File: src/rtl/cp0_reg_if.sv
`default_nettype none
// ============================================================================
//  Module      : cp0_reg_if
//  Description : Bus bundle between the pipeline and the CP0 register file:
//                MTC0/MFC0 ports, exception inputs and the register views.
//  Revision    : 1.0 - initial release
// ============================================================================
interface cp0_reg_if;
    logic        we_i;
    logic [4:0]  waddr_i;
    logic [4:0]  raddr_i;
    logic [31:0] data_i;
    logic [5:0]  int_i;
    logic [31:0] excepttype_i;
    logic [31:0] current_inst_addr_i;
    logic        is_in_delayslot_i;
    logic [31:0] data_o;
    logic [31:0] count_o;
    logic [31:0] compare_o;
    logic [31:0] status_o;
    logic [31:0] cause_o;
    logic [31:0] epc_o;
    logic [31:0] config_o;
    logic [31:0] prid_o;
    logic        timer_int_o;

    // Pipeline side: drives requests, observes register contents
    modport master (
        output we_i, waddr_i, raddr_i, data_i, int_i, excepttype_i,
               current_inst_addr_i, is_in_delayslot_i,
        input  data_o, count_o, compare_o, status_o, cause_o, epc_o,
               config_o, prid_o, timer_int_o
    );

    // Register-file side
    modport slave (
        input  we_i, waddr_i, raddr_i, data_i, int_i, excepttype_i,
               current_inst_addr_i, is_in_delayslot_i,
        output data_o, count_o, compare_o, status_o, cause_o, epc_o,
               config_o, prid_o, timer_int_o
    );
endinterface
`default_nettype wire

File: src/rtl/cp0_reg.sv
`default_nettype none
// ============================================================================
//  Module      : cp0_reg
//  Description : Coprocessor-0 register file (Count, Compare, Status, Cause,
//                EPC, PRId, Config) with Count/Compare timer and exception
//                state capture from the memory stage.
//  Revision    : 1.0 - initial release
// ============================================================================
module cp0_reg #(
    parameter logic [31:0] PRID_VALUE   = 32'h004C0102,
    parameter logic [31:0] CONFIG_RESET = 32'h00008000,
    parameter logic [31:0] STATUS_RESET = 32'h10000000
) (
    input  wire logic  clk,
    input  wire logic  rst,
    cp0_reg_if.slave   bus
);

    localparam logic [4:0]  c_ADDR_COUNT   = 5'd9;
    localparam logic [4:0]  c_ADDR_COMPARE = 5'd11;
    localparam logic [4:0]  c_ADDR_STATUS  = 5'd12;
    localparam logic [4:0]  c_ADDR_CAUSE   = 5'd13;
    localparam logic [4:0]  c_ADDR_EPC     = 5'd14;
    localparam logic [4:0]  c_ADDR_PRID    = 5'd15;
    localparam logic [4:0]  c_ADDR_CONFIG  = 5'd16;

    localparam logic [31:0] c_EXC_INT  = 32'h00000001;
    localparam logic [31:0] c_EXC_SYS  = 32'h00000008;
    localparam logic [31:0] c_EXC_RI   = 32'h0000000A;
    localparam logic [31:0] c_EXC_OV   = 32'h0000000C;
    localparam logic [31:0] c_EXC_TR   = 32'h0000000D;
    localparam logic [31:0] c_EXC_ERET = 32'h0000000E;

    // Software-writable Cause bits: IV, WP, IP1:0
    localparam logic [31:0] c_CAUSE_WMASK = 32'h00C00300;

    logic [31:0] r_count;
    logic [31:0] r_compare;
    logic [31:0] r_status;
    logic [31:0] r_cause;
    logic [31:0] r_epc;
    logic [31:0] r_config;
    logic [31:0] r_prid;
    logic        r_timer_int;

    logic        w_wr_count;
    logic        w_wr_compare;
    logic        w_wr_status;
    logic        w_wr_cause;
    logic        w_wr_epc;
    logic        w_match;
    logic [31:0] w_cause_merge;
    logic [31:0] w_exc_pc;
    logic [31:0] w_status_next;
    logic [31:0] w_cause_next;
    logic [31:0] w_epc_next;
    logic [31:0] w_rdata;

    assign w_wr_count    = bus.we_i && (bus.waddr_i == c_ADDR_COUNT);
    assign w_wr_compare  = bus.we_i && (bus.waddr_i == c_ADDR_COMPARE);
    assign w_wr_status   = bus.we_i && (bus.waddr_i == c_ADDR_STATUS);
    assign w_wr_cause    = bus.we_i && (bus.waddr_i == c_ADDR_CAUSE);
    assign w_wr_epc      = bus.we_i && (bus.waddr_i == c_ADDR_EPC);
    assign w_match       = (r_compare != 32'd0) && (r_count == r_compare);
    assign w_cause_merge = (r_cause & ~c_CAUSE_WMASK) | (bus.data_i & c_CAUSE_WMASK);
    assign w_exc_pc      = bus.is_in_delayslot_i ? (bus.current_inst_addr_i - 32'd4)
                                                 : bus.current_inst_addr_i;

    // Next Status/Cause/EPC: MTC0 first, then exception fields override it
    always_comb begin
        w_status_next        = w_wr_status ? bus.data_i : r_status;
        w_epc_next           = w_wr_epc    ? bus.data_i : r_epc;
        w_cause_next         = w_wr_cause  ? w_cause_merge : r_cause;
        w_cause_next[15:10]  = bus.int_i;
        case (bus.excepttype_i)
            c_EXC_INT: begin
                w_epc_next         = w_exc_pc;
                w_cause_next[31]   = bus.is_in_delayslot_i;
                w_status_next[1]   = 1'b1;
                w_cause_next[6:2]  = 5'd0;
            end
            c_EXC_SYS, c_EXC_RI, c_EXC_OV, c_EXC_TR: begin
                // Nested exception while EXL is set keeps the original EPC/BD
                if (!r_status[1]) begin
                    w_epc_next       = w_exc_pc;
                    w_cause_next[31] = bus.is_in_delayslot_i;
                end
                w_status_next[1]  = 1'b1;
                w_cause_next[6:2] = bus.excepttype_i[6:2] == 5'd0 ? bus.excepttype_i[4:0]
                                                                 : bus.excepttype_i[4:0];
            end
            c_EXC_ERET: begin
                w_status_next[1] = 1'b0;
            end
            default: ;
        endcase
    end

    // Register state update, reset overriding everything
    always_ff @(posedge clk) begin
        if (!rst) begin
            r_count     <= 32'd0;
            r_compare   <= 32'd0;
            r_status    <= STATUS_RESET;
            r_cause     <= 32'd0;
            r_epc       <= 32'd0;
            r_config    <= CONFIG_RESET;
            r_prid      <= PRID_VALUE;
            r_timer_int <= 1'b0;
        end else begin
            r_count  <= w_wr_count ? bus.data_i : (r_count + 32'd1);
            r_status <= w_status_next;
            r_cause  <= w_cause_next;
            r_epc    <= w_epc_next;
            r_config <= r_config;
            r_prid   <= r_prid;
            // Compare write clears the timer even if a match happens this cycle
            if (w_wr_compare) begin
                r_compare   <= bus.data_i;
                r_timer_int <= 1'b0;
            end else if (w_match) begin
                r_timer_int <= 1'b1;
            end
        end
    end

    // MFC0 read with forwarding of a same-cycle MTC0 to the same register
    always_comb begin
        case (bus.raddr_i)
            c_ADDR_COUNT:   w_rdata = r_count;
            c_ADDR_COMPARE: w_rdata = r_compare;
            c_ADDR_STATUS:  w_rdata = r_status;
            c_ADDR_CAUSE:   w_rdata = r_cause;
            c_ADDR_EPC:     w_rdata = r_epc;
            c_ADDR_PRID:    w_rdata = r_prid;
            c_ADDR_CONFIG:  w_rdata = r_config;
            default:        w_rdata = 32'd0;
        endcase
        if (bus.we_i && (bus.waddr_i == bus.raddr_i)) begin
            case (bus.waddr_i)
                c_ADDR_COUNT, c_ADDR_COMPARE,
                c_ADDR_STATUS, c_ADDR_EPC: w_rdata = bus.data_i;
                c_ADDR_CAUSE:              w_rdata = w_cause_merge;
                default: ;
            endcase
        end
    end

    assign bus.data_o      = w_rdata;
    assign bus.count_o     = r_count;
    assign bus.compare_o   = r_compare;
    assign bus.status_o    = r_status;
    assign bus.cause_o     = r_cause;
    assign bus.epc_o       = r_epc;
    assign bus.config_o    = r_config;
    assign bus.prid_o      = r_prid;
    assign bus.timer_int_o = r_timer_int;

endmodule
`default_nettype wire

File: src/flat_wrapper.sv
// flat-port wrapper written by rule: the top's interface ports become plain ports
module cp0_reg_flat 
#(
    parameter logic [31:0] PRID_VALUE   = 32'h004C0102,
    parameter logic [31:0] CONFIG_RESET = 32'h00008000,
    parameter logic [31:0] STATUS_RESET = 32'h10000000
)
  (clk, rst, bus_we_i, bus_waddr_i, bus_raddr_i, bus_data_i, bus_int_i, bus_excepttype_i, bus_current_inst_addr_i, bus_is_in_delayslot_i, bus_data_o, bus_count_o, bus_compare_o, bus_status_o, bus_cause_o, bus_epc_o, bus_config_o, bus_prid_o, bus_timer_int_o);
  cp0_reg_if bus_i ();
  input  wire logic clk;
  input  wire logic rst;
  input wire logic [$bits(bus_i.we_i)-1:0] bus_we_i;
  input wire logic [$bits(bus_i.waddr_i)-1:0] bus_waddr_i;
  input wire logic [$bits(bus_i.raddr_i)-1:0] bus_raddr_i;
  input wire logic [$bits(bus_i.data_i)-1:0] bus_data_i;
  input wire logic [$bits(bus_i.int_i)-1:0] bus_int_i;
  input wire logic [$bits(bus_i.excepttype_i)-1:0] bus_excepttype_i;
  input wire logic [$bits(bus_i.current_inst_addr_i)-1:0] bus_current_inst_addr_i;
  input wire logic [$bits(bus_i.is_in_delayslot_i)-1:0] bus_is_in_delayslot_i;
  output wire logic [$bits(bus_i.data_o)-1:0] bus_data_o;
  output wire logic [$bits(bus_i.count_o)-1:0] bus_count_o;
  output wire logic [$bits(bus_i.compare_o)-1:0] bus_compare_o;
  output wire logic [$bits(bus_i.status_o)-1:0] bus_status_o;
  output wire logic [$bits(bus_i.cause_o)-1:0] bus_cause_o;
  output wire logic [$bits(bus_i.epc_o)-1:0] bus_epc_o;
  output wire logic [$bits(bus_i.config_o)-1:0] bus_config_o;
  output wire logic [$bits(bus_i.prid_o)-1:0] bus_prid_o;
  output wire logic [$bits(bus_i.timer_int_o)-1:0] bus_timer_int_o;
  assign bus_i.we_i = bus_we_i;
  assign bus_i.waddr_i = bus_waddr_i;
  assign bus_i.raddr_i = bus_raddr_i;
  assign bus_i.data_i = bus_data_i;
  assign bus_i.int_i = bus_int_i;
  assign bus_i.excepttype_i = bus_excepttype_i;
  assign bus_i.current_inst_addr_i = bus_current_inst_addr_i;
  assign bus_i.is_in_delayslot_i = bus_is_in_delayslot_i;
  assign bus_data_o = bus_i.data_o;
  assign bus_count_o = bus_i.count_o;
  assign bus_compare_o = bus_i.compare_o;
  assign bus_status_o = bus_i.status_o;
  assign bus_cause_o = bus_i.cause_o;
  assign bus_epc_o = bus_i.epc_o;
  assign bus_config_o = bus_i.config_o;
  assign bus_prid_o = bus_i.prid_o;
  assign bus_timer_int_o = bus_i.timer_int_o;
  cp0_reg #(.PRID_VALUE(PRID_VALUE), .CONFIG_RESET(CONFIG_RESET), .STATUS_RESET(STATUS_RESET)) u_core (.clk(clk), .rst(rst), .bus(bus_i));
endmodule
File: config.mk
export PLATFORM = sky130hd
export DESIGN_NAME = cp0_reg_flat
export DESIGN_NICKNAME = d
export VERILOG_FILES = /design/src/rtl/cp0_reg_if.sv /design/src/rtl/cp0_reg.sv /design/src/flat_wrapper.sv
export SDC_FILE = /design/constraint.sdc
export NUM_CORES = 1
export LEC_CHECK = 0
export BUFFER_PORTS_ARGS = -buffer_cell sky130_fd_sc_hd__buf_4
export CORE_MARGIN = 3
export CORE_UTILIZATION = 30
export DETAILED_ROUTE_END_ITERATION = 16
export SYNTH_ARGS = -nofsm -noshare
export SYNTH_HDL_FRONTEND = slang
export SYNTH_SLANG_ARGS = --single-unit
File: constraint.sdc
create_clock -name clk -period 2.55 [get_ports clk]
set_input_delay 0.3825 -clock clk [delete_from_list [all_inputs] [get_ports clk]]
set_output_delay 0.3825 -clock clk [all_outputs]
set_load 0.02 [all_outputs]
==> run_results.csv <==
group,metric,value,unit
status,status,"complete, no violations",
worst_setup_path,max_stage_delay,0.61,ns
job,cap_violations,0,
floorplanning,die_x,180.0,um
global_route,overflow,0,
worst_setup_path,path_cells,"buf_4 -> or4b_1 -> o22ai_2 -> o41ai_4 -> buf_6 -> o21ai_0 -> buf_4",
global_route,grt_max_degree,110,
global_route,grt_usage,0.2357,
worst_setup_path,slowest_stage,"or4b_1",
place,pre_cts_slack,-0.1220,ns
cells_and_area,fin_nets,1547,
timing,tightest_slew,0.6853,ns
power_and_ir_drop,peakVddDrop,0.3178,mV
timing,setup_viol_count_final,0,
floorplanning,dieArea,0.03240,mm2
cts,worstSkewPairLatency,0.43,ns
worst_setup_path,r2r_end,"u_core.bus.count_o[31]",
routing,routed_via_density,5.321,
timing,max_slew_margin,0.5389,
timing,fin_hold_ws,0.1587,ns
cells_and_area,diodes,0,
routing,drt_pass1_iterations,7,
timing,finalCriticalPeriod,2.481,ns
worst_setup_path,cp.required,2.17,ns
cts,ctsHoldBuffers,0,
logic_synthesis,synth_warnings,0,
worst_setup_path,r2r-start,"u_core.bus.count_o[13]",
logic_synthesis,synth_cells,1147,
logic_synthesis,ys_ff_latch,145,
min_path,hold_depth,2,
worst_setup_path,endpoint_kind,"primary output",
logic_synthesis,ys_types,68,
cells_and_area,area_growth,35.27,%
logic_synthesis,yosysTopAreaCellShare,0.3196,
place,port_buffers,292,
min_path,min_to,"u_core.bus.cause_o[12]",
routing,routed_wl,40350,um
routing,drt_iter0_drc,1176,
worst_setup_path,path_class,"primary input to primary output",
worst_setup_path,startpoint_type,"primary input",
worst_setup_path,crit_fanout,15,
cts,clockBufferDepth,2,
power_and_ir_drop,fin_total_pwr,5.744,mW
routing,wl_per_cell,22.02,um
logic_synthesis,yosysSeqAreaShare,0.3196,
floorplanning,io_pins,373,
worst_setup_path,arrival,2.10,ns
cts,cts-buffers-inserted,17,
timing,finalMaxSlewViolations,0,
cts,cts.reportedPaths.clkPinSlew,0.06,ns
logic_synthesis,synth_edf_count,0,
routing,post-route-drc-count,0,
worst_setup_path,worst-r2r-setup-slack,0.53,ns
timing,hold_violations,0,
timing,rsz0062_at_grt,"no",
power_and_ir_drop,leakagePower,4.880,nW
cells_and_area,fillers,3057,
place,dp_hpwl,31340,um
logic_synthesis,synth_largest_area_cell,"dfxtp_1",
floorplanning,start_util,0.3056,
floorplanning,rows,63,
routing,antenna_left,0,
logic_synthesis,postSynth.asyncResetShare,0,
cts,root_buffer,"clkbuf_16",
cts,cts.sink_count,145,
power_and_ir_drop,power_density,467.6,mW/mm2
timing,finalCritPeriodShare,0.9729,
floorplanning,core_area,0.02972,mm2
place,gp_congestion,0.9990,
logic_synthesis,synthFlopType,"dfxtp_1",
global_route,antenna_found_initial,0,
cells_and_area,drive_above_1_share,0.2864,
timing,tns,0,ns
timing,clock.fmax,0.4031,GHz
floorplanning,die_y,180.0,um
timing,finalClockSkew,0.006096,ns
global_route,grt_pass1_vias,8849,
timing,fin_ws,0.06910,ns
worst_setup_path,path_common_cell,"buf_4",
min_path,hp-class,"primary input to register",
cts,cts_tree,"done",
logic_synthesis,synth_area,0.009082,mm2
min_path,hp-start,"bus_int_i[2]",
cts,htree_levels,4,
logic_synthesis,syn_area_per_cell,7.918,um2
global_route,grt_first_pass_wirelength,58780,um
logic_synthesis,synth_top_cells_by_area,"dfxtp_1, nand2_1, buf_4, a21oi_1, xnor2_1",
routing,via_count,9748,
worst_setup_path,reg2reg_depth,5,
==> cells in the final DEF (no fill, tap or decap), drive strengths merged, types with 7 or more instances in the layout <==
cell	netlist	routed
a211oi	21	21
a21o	7	7
a21oi	105	105
a221oi	16	16
a222oi	11	11
a22o	11	11
a22oi	26	26
and2	9	9
buf	111	348
clkbuf	52	18
clkinv	0	10
conb	2	80
dfxtp	145	145
inv	11	10
mux2i	50	50
nand2	187	187
nand3	17	17
nand4	20	20
nor2	45	45
nor3	34	34
nor4	29	29
o211a	9	9
o21a	11	11
o21ai	67	67
or3	8	8
xnor2	60	60
xor2	28	28
==> power by group <==
part | switching, mW | internal (mW) | total [mW] | leakage, nW
clock network | 1.06 | 1.56 | 2.62 | 0.295
registers | 0.0413 | 2.29 | 2.34 | 1.17
logic | 0.503 | 0.285 | 0.788 | 3.41
==> cells in the mapped netlist (3+ instances only) <==
library cell,number
a21oi_1,105
clkbuf_1,52
a311oi_1,3
nor3b_1,3
a221oi_1,14
dfxtp_1,145
and2_1,8
nor2b_1,3
a211oi_2,3
nor2_1,45
o21ai_0,64
buf_2,26
or3_1,8
inv_1,9
buf_4,80
o211a_1,9
nand3b_1,3
buf_6,4
nand3_1,17
nand2_1,186
a222oi_1,11
nand4_1,20
nor3_1,33
mux2i_1,50
a22oi_1,26
nor4_1,25
a22o_1,11
nand2b_1,3
xnor2_1,60
and4_1,5
o21ai_1,3
or4_1,3
xor2_1,28
a21o_1,7
a211oi_1,18
and3_1,3
o21a_1,11
==> metal layers <==
metal  wire [um]  share of wire  vias to the layer above  GRT usage
met1       17100           0.42                     4594     0.3192
met2       17930           0.44                      535     0.3601
met3        3267          0.081                      106    0.04431
met4        2052          0.051                        0     0.1157
li1            -              -                     4513          -
met5           0              0                        -          0
==> worst max-delay path, delay by kind of cell <==
family	cells	cell delay, ns
compound gates	3	0.62
buf+inv	3	0.49
simple gates	1	0.61
==> flip-flops by register name, summed over array words and instances, names as in the netlist <==
register                flops
u_core.bus.timer_int_o      1
u_core.bus.epc_o           32
u_core.bus.compare_o       32
u_core.bus.cause_o         16
u_core.bus.count_o         32
u_core.bus.status_o        32
==> layout make-up <==
type / count / area [um2] / share of cell area
clock buffer: 18 / 439.2 / 0.03575
clock inverter: 14 / 165.2 / 0.01344
inverter: 11 / 42.54 / 0.003463
multi-input combinational: 906 / 5528 / 0.4499
sequential: 145 / 2903 / 0.2363
tap: 390 / 488.0 / 0.03972
timing repair buffer: 348 / 2720 / 0.2214
==> kinds of logic after synthesis <==
| family | after synthesis | synth area share |
|---|---|---|
| and+or+nand+nor | 385 | 0.2090 |
| AOI/OAI and AO/OA | 301 | 0.2160 |
| buffers and inverters | 174 | 0.1119 |
| DFF | 145 | 0.3196 |
| xor gates and xnor gates | 88 | 0.08486 |
| muxes | 50 | 0.05510 |
| adders and majority gates | 2 | 0.002755 |
| other | 2 | 0.0008269 |
==> timing repair <==
item / 4_1_cts / 5_1_grt
setup buffers: 0 / 1
gates resized for setup: 5 / 5
endpoints found under the setup margin: 4 / 7
pin swaps: 0 / 1
==> worst max path at each step <==
stage                   startpoint        endpoint
CTS                 bus_raddr_i[4]   bus_data_o[7]
global placement    bus_raddr_i[0]  bus_data_o[31]
finish              bus_raddr_i[0]  bus_data_o[28]
global route        bus_raddr_i[4]  bus_data_o[31]
floorplan           bus_raddr_i[2]  bus_data_o[17]
detailed placement  bus_raddr_i[0]  bus_data_o[31]
==> through the flow <==
step           cell area [um2]  utilization  instances
3_5_place_dp             11640       0.3919       1799
4_1_cts                  12260       0.4127       1831
2_1_floorplan             9375            -       1225
6_report                 12290       0.4134       1832
3_3_place_gp             11640       0.3919       1799
5_1_grt                  12290       0.4134       1832
(Power assumes the default switching activity.)
